## config.mk

```make
export PLATFORM = sky130hd
export DESIGN_NAME = tweak_serpar_ctrl_flat
export DESIGN_NICKNAME = d
export VERILOG_FILES = /design/src/rtl/tweak_serpar_ctrl_if.sv /design/src/rtl/tweak_serpar_ctrl.sv /design/src/flat_wrapper.sv
export SDC_FILE = /design/constraint.sdc
export NUM_CORES = 1
export LEC_CHECK = 0
export CORE_MARGIN = 2
export CORE_UTILIZATION = 48
export CTS_BUF_LIST = sky130_fd_sc_hd__clkbuf_4
export DETAILED_ROUTE_END_ITERATION = 8
export DONT_BUFFER_PORTS = 1
export GPL_TIMING_DRIVEN = 0
export PLACE_DENSITY = 0.75
export SYNTH_ARGS = -nofsm -noshare
export SYNTH_HDL_FRONTEND = slang
export SYNTH_SLANG_ARGS = --single-unit
```

## constraint.sdc

```tcl
create_clock -name clk -period 2.1 [get_ports clk]
set_input_delay 0.42 -clock clk [delete_from_list [all_inputs] [get_ports clk]]
set_output_delay 0.42 -clock clk [all_outputs]
set_load 0.05 [all_outputs]
```

## src/rtl/tweak_serpar_ctrl_if.sv

```systemverilog
// Handshake and strobe bundle between the tweakey serial/parallel buffer
// controller and its surroundings (input interface, core, mode logic, top FSM).
interface tweak_serpar_ctrl_if #(
  parameter int CNT_W = 6
);
  logic             load_start;
  logic             pdi_valid;
  logic             pdi_ready;
  logic             run_start;
  logic             rnd_step;
  logic             crct_req;
  logic             abort;
  logic             wr;
  logic             en;
  logic             crct;
  logic             key_valid;
  logic             busy;
  logic             rounds_done;
  logic [CNT_W-1:0] rnd_cnt;

  modport master (
    output load_start, pdi_valid, run_start, rnd_step, crct_req, abort,
    input  pdi_ready, wr, en, crct, key_valid, busy, rounds_done, rnd_cnt
  );

  modport slave (
    input  load_start, pdi_valid, run_start, rnd_step, crct_req, abort,
    output pdi_ready, wr, en, crct, key_valid, busy, rounds_done, rnd_cnt
  );
endinterface

```

## src/rtl/tweak_serpar_ctrl.sv

```systemverilog
// Sequencer for the 128-bit tweakey serial/parallel buffer: word loading,
// per-round core loads, corrected-key loads and round counting.
module tweak_serpar_ctrl #(
  parameter int NUM_WORDS = 4,
  parameter int ROUNDS    = 40,
  parameter int CNT_W     = 6
) (
  input  logic                clk,
  input  logic                rst,
  tweak_serpar_ctrl_if.slave  bus
);
  localparam int WC_W = (NUM_WORDS > 1) ? $clog2(NUM_WORDS) : 1;

  typedef enum logic [2:0] {IDLE, LOAD, READY, RUN, DONE} state_e;

  state_e             state_q, state_d;
  logic [WC_W-1:0]    word_cnt_q, word_cnt_d;
  logic [CNT_W-1:0]   rnd_cnt_q, rnd_cnt_d;

  always_ff @(posedge clk) begin
    if (rst) begin
      state_q    <= IDLE;
      word_cnt_q <= '0;
      rnd_cnt_q  <= '0;
    end else begin
      state_q    <= state_d;
      word_cnt_q <= word_cnt_d;
      rnd_cnt_q  <= rnd_cnt_d;
    end
  end

  always_comb begin
    state_d    = state_q;
    word_cnt_d = word_cnt_q;
    rnd_cnt_d  = rnd_cnt_q;
    if (bus.abort) begin
      state_d    = IDLE;
      word_cnt_d = '0;
      rnd_cnt_d  = '0;
    end else begin
      unique case (state_q)
        IDLE: if (bus.load_start) begin
          state_d    = LOAD;
          word_cnt_d = '0;
          rnd_cnt_d  = '0;
        end
        LOAD: begin
          // a restart wins over a word arriving in the same cycle
          if (bus.load_start) begin
            word_cnt_d = '0;
          end else if (bus.pdi_valid) begin
            if (word_cnt_q == WC_W'(NUM_WORDS - 1)) begin
              state_d    = READY;
              word_cnt_d = '0;
            end else begin
              word_cnt_d = word_cnt_q + WC_W'(1);
            end
          end
        end
        READY: begin
          if (bus.load_start) begin
            state_d    = LOAD;
            word_cnt_d = '0;
            rnd_cnt_d  = '0;
          end else if (!bus.crct_req && bus.run_start) begin
            state_d   = RUN;
            rnd_cnt_d = '0;
          end
        end
        RUN: if (bus.rnd_step) begin
          if (rnd_cnt_q == CNT_W'(ROUNDS - 1)) state_d = DONE;
          else                                 rnd_cnt_d = rnd_cnt_q + CNT_W'(1);
        end
        DONE: begin
          if (bus.load_start) begin
            state_d    = LOAD;
            word_cnt_d = '0;
            rnd_cnt_d  = '0;
          end else if (bus.crct_req) begin
            state_d   = READY;
            rnd_cnt_d = '0;
          end else if (bus.run_start) begin
            state_d   = RUN;
            rnd_cnt_d = '0;
          end
        end
        default: begin
          state_d    = IDLE;
          word_cnt_d = '0;
          rnd_cnt_d  = '0;
        end
      endcase
    end
  end

  // Mealy strobes so each one lines up with the data it loads; forced low under rst
  always_comb begin
    bus.wr          = 1'b0;
    bus.en          = 1'b0;
    bus.crct        = 1'b0;
    bus.pdi_ready   = 1'b0;
    bus.key_valid   = 1'b0;
    bus.busy        = 1'b0;
    bus.rounds_done = 1'b0;
    bus.rnd_cnt     = '0;
    if (!rst) begin
      bus.pdi_ready   = (state_q == LOAD);
      bus.busy        = (state_q == LOAD) || (state_q == RUN);
      bus.key_valid   = (state_q == READY) || (state_q == RUN) || (state_q == DONE);
      bus.rounds_done = (state_q == DONE);
      bus.rnd_cnt     = rnd_cnt_q;
      if (!bus.abort) begin
        bus.wr   = (state_q == LOAD) && bus.pdi_valid;
        bus.en   = (state_q == RUN) && bus.rnd_step;
        bus.crct = ((state_q == READY) || (state_q == DONE)) && bus.crct_req && !bus.load_start;
      end
    end
  end
endmodule

```

## src/flat_wrapper.sv

```systemverilog
// flat-port wrapper written by rule: the top's interface ports become plain ports
module tweak_serpar_ctrl_flat 
#(
  parameter int NUM_WORDS = 4,
  parameter int ROUNDS    = 40,
  parameter int CNT_W     = 6
)
  (clk, rst, bus_load_start, bus_pdi_valid, bus_run_start, bus_rnd_step, bus_crct_req, bus_abort, bus_pdi_ready, bus_wr, bus_en, bus_crct, bus_key_valid, bus_busy, bus_rounds_done, bus_rnd_cnt);
  tweak_serpar_ctrl_if #(.CNT_W(CNT_W)) bus_i ();
  input  logic clk;
  input  logic rst;
  input wire logic [$bits(bus_i.load_start)-1:0] bus_load_start;
  input wire logic [$bits(bus_i.pdi_valid)-1:0] bus_pdi_valid;
  input wire logic [$bits(bus_i.run_start)-1:0] bus_run_start;
  input wire logic [$bits(bus_i.rnd_step)-1:0] bus_rnd_step;
  input wire logic [$bits(bus_i.crct_req)-1:0] bus_crct_req;
  input wire logic [$bits(bus_i.abort)-1:0] bus_abort;
  output wire logic [$bits(bus_i.pdi_ready)-1:0] bus_pdi_ready;
  output wire logic [$bits(bus_i.wr)-1:0] bus_wr;
  output wire logic [$bits(bus_i.en)-1:0] bus_en;
  output wire logic [$bits(bus_i.crct)-1:0] bus_crct;
  output wire logic [$bits(bus_i.key_valid)-1:0] bus_key_valid;
  output wire logic [$bits(bus_i.busy)-1:0] bus_busy;
  output wire logic [$bits(bus_i.rounds_done)-1:0] bus_rounds_done;
  output wire logic [$bits(bus_i.rnd_cnt)-1:0] bus_rnd_cnt;
  assign bus_i.load_start = bus_load_start;
  assign bus_i.pdi_valid = bus_pdi_valid;
  assign bus_i.run_start = bus_run_start;
  assign bus_i.rnd_step = bus_rnd_step;
  assign bus_i.crct_req = bus_crct_req;
  assign bus_i.abort = bus_abort;
  assign bus_pdi_ready = bus_i.pdi_ready;
  assign bus_wr = bus_i.wr;
  assign bus_en = bus_i.en;
  assign bus_crct = bus_i.crct;
  assign bus_key_valid = bus_i.key_valid;
  assign bus_busy = bus_i.busy;
  assign bus_rounds_done = bus_i.rounds_done;
  assign bus_rnd_cnt = bus_i.rnd_cnt;
  tweak_serpar_ctrl #(.NUM_WORDS(NUM_WORDS), .ROUNDS(ROUNDS), .CNT_W(CNT_W)) u_core (.clk(clk), .rst(rst), .bus(bus_i));
endmodule
```

# After elaboration in Yosys (flattened, before gate mapping)
# Index checks and enable logic that the tools add are counted.
word_totals:
  reg_bits: 11
  latch_bits: 0
  mem_bits_rw: 0
  rom_bits: 0
  input_bits: 8
  out_inout_bits: 13
  mem_count: 0
op_classes:
  n_addsub: 2
  n_mul: 0
  div: 0
  magnitude_cmp: 0
  n_eq_ne: 17
  shift: 0
  n_mux: 37
  bitwise: 2
  n_reduce_logical: 17
ops:
  columns: ["op", "n"]
  rows:
  - ["$mux W6", 9]
  - ["$mux W3", 11]
  - ["$pmux W6 S5", 1]
  - ["$pmux W3 S5", 1]
  - ["$mux W1", 10]
  - ["$ne A2 B2 Y1 const B", 5]
  - ["$mux W2", 4]
  - ["$reduce_and A8 Y1", 1]
  - ["$add A6 B1 Y6 const B", 1]
  - ["$eq A3 B2 Y1 const B", 2]
  - ["$eq A6 B6 Y1 const B", 1]
  - ["$ne A2 B1 Y1 const B", 3]
  - ["$pmux W2 S3", 1]
  - ["$reduce_and A6 Y1", 1]
  - ["$logic_and A1 B1 Y1", 5]
  - ["$logic_or A1 B1 Y1", 4]
  - ["$ne A4 B4 Y1 const B", 1]
  - ["$eq A3 B1 Y1 const B", 1]
  - ["$eq A3 B3 Y1 const B", 1]
  - ["$logic_not A3 Y1", 1]
  - ["$ne A3 B2 Y1 const B", 1]
  - ["$ne A3 B3 Y1 const B", 1]
  - ["$reduce_and A3 Y1", 1]
  - ["$reduce_or A3 Y1", 1]
  - ["other kinds (5)", 7]

# Logic depth before layout (Yosys ltp)
# Gate-level depths: netlist of the first run.
logic_depth:
  depth_word: 6
  mapped_depth: 7
  depth_no_buf: 6

# Worst setup path after synthesis of the first run
# OpenSTA, ideal clock, no wires.
synth_timing:
  kind: "reg2out"
  start: "reg u_core.state_q[1]"
  end: "out bus_key_valid"
  arrival_ns: 1.641
  t_required_ns: 1.680
  setup_slack_ns: 0.039
  path_stages_with_launch: 6
  path_cell_list: "dfxtp_1 -> buf_6 -> inv_2 -> nand2_1 -> or2_2 -> a21oi_1"
synth_between:
  elab_chain_cells: 4
  word_cells_on_any_way: 6
  classes_between: "3 x eq/ne; 1 x mux; 2 x reduce/logical"
synth_lines:
  columns: ["item", "line", "source"]
  rows:
  - ["start, declared", "tweak_serpar_ctrl.sv:16", "state_e state_q, state_d;"]
  - ["start signal, assigned", "tweak_serpar_ctrl.sv:26", "state_q <= state_d;"]
  - ["$eq A3 B2 Y1", "tweak_serpar_ctrl.sv:109", "bus.key_valid = (state_q == READY) || (state_q == RUN) || (state_q == DONE);"]
  - ["$logic_or A1 B1 Y1", "tweak_serpar_ctrl.sv:109", null]
  - ["$logic_or A1 B1 Y1 (*)", "tweak_serpar_ctrl.sv:109", null]
  - ["$mux W1 (*)", "tweak_serpar_ctrl.sv:106", "if (!rst) begin"]
  - ["end, declared", "flat_wrapper.sv:22", "output wire logic [$bits(bus_i.key_valid)-1:0] bus_key_valid;"]
# Mark *: on every way between the ends. The rest lies on a longest branch, timed or not.

# Worst setup path after layout of the first run
layout_timing:
  start: "reg u_core.state_q[2]"
  end: "out bus_wr"
layout_between:
  elab_chain_cells: 4
layout_lines:
  columns: ["item", "line", "source"]
  rows:
  - ["$eq A3 B1 Y1", "tweak_serpar_ctrl.sv:113", "bus.wr = (state_q == LOAD) && bus.pdi_valid;"]
  - ["$logic_and A1 B1 Y1", "tweak_serpar_ctrl.sv:113", null]
  - ["$mux W1", "tweak_serpar_ctrl.sv:112", "if (!bus.abort) begin"]
  - ["$mux W1", "tweak_serpar_ctrl.sv:106", null]
  - ["end, declared", "flat_wrapper.sv:19", "output wire logic [$bits(bus_i.wr)-1:0] bus_wr;"]
# No other way between the ends.

==> metrics, run 1 <==
fin nets 130; FP Rows 15; initial antenna violation count 0; TritonRoute pass-1 iters 4; Post-DP Area roughly 870 µm²; Starting DRT DRC Count 28; post-synthesis async set-or-reset flop share 0%; Fmax about 490 MHz; vias per cell just over 6; Initial Util 50.44%; Worst-path clk slew roughly 0.07 ns; DR WL/cell approximately 15 µm; status complete, no violations; # DRC 0; # diodes 0; clock skew between 0.0008 and 0.0009 ns; Max-slew headroom 36.89%; clock insertion delay at the later pin of the skew report between 0.2 and 0.3 ns; Post-Syn Nets between 100 and 150; input/output buffers 0; Place WS -0.08575 ns; Hold WC Path Type in2reg; Final Instance Count excl. Fillers 136; Max Root-Sink Buffers 2; met1 Use GR a little over a quarter; PD cells 465.0 nW/µm²; gp weighted congestion roughly 0.8; hpwl dp roughly 1500 µm; Die H 46.13 µm; total core area roughly 1700 µm²; Post-synth EDFFs 0; synth-to-layout area growth 10.72%; WS Path Type reg2out; Util after Layout a little under three fifths; most used routing layer met2; Routed WL between 1500 and 2000 µm; LEAKAGE about 0.34 nW; CTS Buf Count 3; Setup Viol. Count Final 0; layout cell share with drive strength beyond 1 between 20% and 30%; ANT nets after route 0; final setup margin roughly 0.074 ns; Ports 21; Max-cap violations 0; Most used DFF post-synth dfxtp_1; worst-margin pin slew 0.9448 ns; Setup Fix Bufs, Post-CTS 0; final hold violation count 0; Seq/Total Area, Yosys approximately 26%; GRT Residual Overflow 0; Root Buffer clkbuf_4; CTS Hold Bufs 0; Mapped Avg Cell Area 7.409 µm²; Horiz. Die Dim between 40 and 50 µm; Finished Cell Area 943.4 µm²; placed cell count around 130; CTS tree done; Post-Synthesis Cells roughly 120; clock sinks 11; number of synthesized register bits 11; crit path launch type flop; most common cell after layout, fill and taps aside nand2_1; Post-Syn Area between 800 and 900 µm²; crit end category output pin; largest net degree at the start of global routing 11; final worst path period share between 90 and 100%; setup repair after global routing missed its margin false; commonest cells after routing, fill and taps aside 14 x nand2_1, 11 x nor2_1, 11 x dfxtp_1; GR Util met3 about 5.5%; crit path max fanout 10; number of global-route vias before repair roughly 680; GRT met2 Usage 29.17%; via count ~840; maximum vdd drop ~0.48 mV; H-tree levels 1; critical path arrival ~1.6 ns; gr usage total roughly a fifth; Die ar. ~2100 µm²; Slew Limit Fails 0; Synth cell types 38; fin crit period just over 2 ns; first-pass GRT wire length ~2900 µm; Synth Warn # 0; critical path required time 1.68 ns
## through the flow
stage                     power (mW)  hold slack (ns)  TNS [ns]
after floorplan               0.2693           0.4356         0
after global placement        0.2788           0.4459   -0.1198
after global routing          0.4566           0.3615         0
after detailed placement      0.2804           0.4558   -0.1422
final                         0.4386           0.3397         0
after CTS                     0.4443           0.3399         0
## path summary, 6_finish.rpt
check                                                       start                           endpoint  slack, ns  cells after the start
worst min register to register  u_core.word_cnt_q[1]$_SDFFE_PP0P_  u_core.word_cnt_q[1]$_SDFFE_PP0P_       0.48                      2
worst max-delay path               u_core.state_q[2]$_SDFFE_PP0P_                             bus_wr       0.07                      4
worst min-delay path                                bus_run_start     u_core.state_q[2]$_SDFFE_PP0P_       0.34                      3
worst max register to register     u_core.state_q[2]$_SDFFE_PP0P_   u_core.rnd_cnt_q[1]$_SDFFE_PP0P_       0.44                      6
## flip-flops by register name (all words and copies together), names as in the netlist
signal	cells
u_core.state_q	3
u_core.word_cnt_q	2
u_core.rnd_cnt_q	6
## routing by layer
| layer | share of wire (%) | wire (µm) | vias to the layer above |
|---|---|---|---|
| li1 | - | - | 417 |
| met1 | 46 | 923 | 383 |
| met5 | 0 | 0 | - |
| met2 | 46 | 916 | 33 |
| met3 | 7.2 | 144 | 2 |
| met4 | 0.75 | 15 | 0 |
## synthesized netlist by cell type (all sizes together) (2+ instances only)
master  count  area (µm²)
a31oi       2       12.51
nand2      14       52.55
o21ai       5       28.78
and3        2       12.51
o32a        2       20.02
clkbuf      3       12.51
a311oi      2       17.52
and3b       2       17.52
nand2b      5       38.78
buf         4       32.53
dfxtp      11       220.2
nor2       16       60.06
a21oi      13       72.57
nand3       5       25.02
or2         3       18.77
ha          2       25.02
nor2b       8       50.05
## final cells by class
| class | instances | area [µm²] |
|---|---|---|
| multi-input combinational | 96 | 623.1 |
| sequential | 11 | 220.2 |
| clock buffer | 4 | 30.03 |
| tap | 17 | 21.27 |
| buffer | 7 | 45.04 |
| fill | 163 | 745.7 |
| inverter | 1 | 3.754 |
## critical path, cell delays in order (launching register included)
cell	delay, ns
dfxtp_1	0.31
buf_2	0.17
nand2b_1	0.21
nand2b_4	0.19
nor2_2	0.46
## timing repair
action / in CTS / in global routing
pin swaps: 0 / 1
endpoints found under the setup margin: 6 / 3
gates resized for setup: 8 / 3
## cell families after synthesis
logic type	share of synthesized area [%]
multiplexers	1.175
AO/OA/AOI/OAI	23.64
AND/OR/NAND/NOR	40.68
buffers and inverters	5.726
adder cells (fa/ha/maj)	2.936
flip-flops	25.84
## where the power goes
| part | switching [mW] | total [mW] | leakage, nW | internal (mW) |
|---|---|---|---|---|
| sequential | 0.000994 | 0.211 | 0.0887 | 0.210 |
| clock | 0.0732 | 0.160 | 0.0184 | 0.0863 |
| combinational | 0.0448 | 0.0683 | 0.231 | 0.0235 |
| total | 0.119 | 0.439 | 0.338 | 0.320 |
(Power assumes the default switching activity.)
==> run 2, diff against run 1 <==
- CORE_MARGIN: 2 -> 4
==> run 2 against run 1 <==
  * Critical path depth unchanged
  * Clock power about the same
  * Global-route usage decreased by 1.2 points
  * Worst setup slack improved by 0.013 ns
  * Cell count increased by 5.1%
  * Utilization increased by 3.9 points
  * Largest cell class unchanged
==> metrics, run 2 (synthesis results as in run 1) <==
status complete, no violations (unchanged); largest net degree at the start of global routing 11 (unchanged); Initial Util 53.45% (was 50.44%); final setup TNS 0 ns (unchanged); Largest regs u_core.rnd_cnt_q x6, u_core.state_q x3, u_core.word_cnt_q x2 (unchanged); CTS Buf Count 3 (unchanged); via count 812 (was 835); most common cell after layout, fill and taps aside nand2_1 (unchanged); Die ar. 2513 µm² (was 2128 µm²); LEAKAGE 0.3382 nW (unchanged); worst-path cell chain buf_2, nand2b_1, nand2b_4, nor2_2 (unchanged); Horiz. Die Dim 50.13 µm (was 46.13 µm); Hold Slack 0.3425 ns (was 0.3397 ns); gr usage total 17.88% (was 19.10%); # diodes 0 (unchanged); vias per cell 5.678 (was 6.140); Max-slew headroom 37.55% (was 36.89%); Final Instance Count excl. Fillers 143 (was 136); FP Rows 14 (was 15); Setup Fix Bufs, Post-CTS 0 (unchanged); synth-to-layout area growth 11.75% (was 10.72%); layout cell share with drive strength beyond 1 22.69% (unchanged); max reg flops 6 (unchanged); number of global-route vias before repair 748 (was 675); Ports 21 (unchanged); # DRC 0 (unchanged); Worst-path clk slew 0.06 ns (was 0.07 ns); Hold WC Path Type in2reg (unchanged); GRT Residual Overflow 0 (unchanged); maximum vdd drop 0.3722 mV (was 0.4822 mV); critical path arrival 1.59 ns (was 1.61 ns); worst-margin pin slew 0.9348 ns (was 0.9448 ns); CTS Hold Bufs 0 (unchanged); placed cell count 139 (was 132); clock sinks 11 (unchanged); setup repair after global routing missed its margin false (unchanged); worst stage delay on the critical path 0.46 ns (about the same); crit end category output pin (unchanged); total core area 1594 µm² (was 1689 µm²); Setup Viol. Count Final 0 (unchanged); Die H 50.13 µm (was 46.13 µm); Max-cap violations 0 (unchanged); Routed WL 2002 µm (was 1999 µm); TritonRoute pass-1 iters 4 (unchanged); input/output buffers 0 (unchanged); final hold violation count 0 (unchanged); Slowest cell on crit path nor2_2 (unchanged); Reg with most FFs u_core.rnd_cnt_q (unchanged); crit path launch type flop (unchanged); Fill cells 151 (was 163); initial antenna violation count 0 (unchanged); DR WL/cell 14.00 µm (was 14.70 µm); H-tree levels 1 (unchanged); critical path required time 1.68 ns (about the same); fin nets 130 (unchanged); Root Buffer clkbuf_4 (unchanged); Starting DRT DRC Count 20 (was 28); WS Path Type reg2out (unchanged); final worst path period share 95.88% (was 96.49%); ANT nets after route 0 (unchanged); clock skew 0.0005375 ns (was 0.0008520 ns); PD cells 458.5 nW/µm² (was 465.0 nW/µm²); CTS tree done (unchanged); crit path max fanout 10 (unchanged); gp weighted congestion 0.8017 (was 0.8053); first-pass GRT wire length 3477 µm (was 2932 µm); hpwl dp 1500 µm (was 1458 µm); clock insertion delay at the later pin of the skew report 0.27 ns (was 0.26 ns); Util after Layout 59.73% (was 55.85%); Max Root-Sink Buffers 2 (unchanged); Fmax 496.6 MHz (was 493.5 MHz); fin crit period 2.014 ns (was 2.026 ns); Slew Limit Fails 0 (unchanged); commonest cells after routing, fill and taps aside 14 x nand2_1, 11 x nor2_1, 11 x dfxtp_1 (unchanged)
==> run 2: cell counts in the layout (fill, tap and decap cells not counted) <==
No cell type changed its count.
==> run 2: critical path: cells and delay by family (launching register included) <==
family / cells / cell delay [ns]
buffers and inverters: 1 / 0.17
AND/OR/NAND/NOR: 3 / 0.84
flip-flops: 1 / 0.30
==> run 2: where the power goes <==
group	internal [mW]	leakage (nW)	total, mW	switching (mW)
Sequential	0.210	0.0887	0.211	0.000988
Clock	0.0866	0.0184	0.157	0.0702
Combinational	0.0236	0.231	0.0688	0.0452
Total	0.320	0.338	0.437	0.116
==> run 2: layout make-up <==
type	instances	area, µm²	share of cell area [%]
plain buffers	7	45.04	4.731
clock buffers	4	30.03	3.154
inverters	1	3.754	0.3942
multi-input cells	96	623.1	65.44
flip-flops and latches	11	220.2	23.13
well taps	24	30.03	3.154
==> run 2: timing repair <==
item / in CTS / in global routing
pin swaps: 0 / 1
setup endpoints to repair: 6 / 2
gates resized for setup: 9 / 2
==> run 2: final timing paths <==
path / endpoint / cells past startpoint / from / slack, ns
worst max-delay path: bus_wr / 4 / u_core.state_q[2]$_SDFFE_PP0P_ / 0.09
worst min-delay path: u_core.state_q[2]$_SDFFE_PP0P_ / 3 / bus_run_start / 0.34
worst max register to register: u_core.rnd_cnt_q[3]$_SDFFE_PP0P_ / 7 / u_core.state_q[1]$_SDFFE_PP0P_ / 0.45
worst min register to register: u_core.word_cnt_q[1]$_SDFFE_PP0P_ / 2 / u_core.word_cnt_q[1]$_SDFFE_PP0P_ / 0.47
==> run 2: through the flow <==
stage / cell area, µm² / total power, mW / setup slack, ns
after floorplan: 852.1 / 0.2693 / 0.03852
after global placement: 882.1 / 0.2789 / -0.1453
after detailed placement: 882.1 / 0.2805 / -0.1282
after CTS: 947.2 / 0.4374 / 0.04404
after global routing: 952.2 / 0.4521 / 0.009087
final: 952.2 / 0.4366 / 0.08646
==> run 2: layer usage <==
layer	part of all wire (%)	routed length [µm]	GRT usage, %
met5	0	0	0
met1	45	903	21.34
met3	5.4	108	5.917
met2	48	967	30.22
met4	1.1	23	5.530
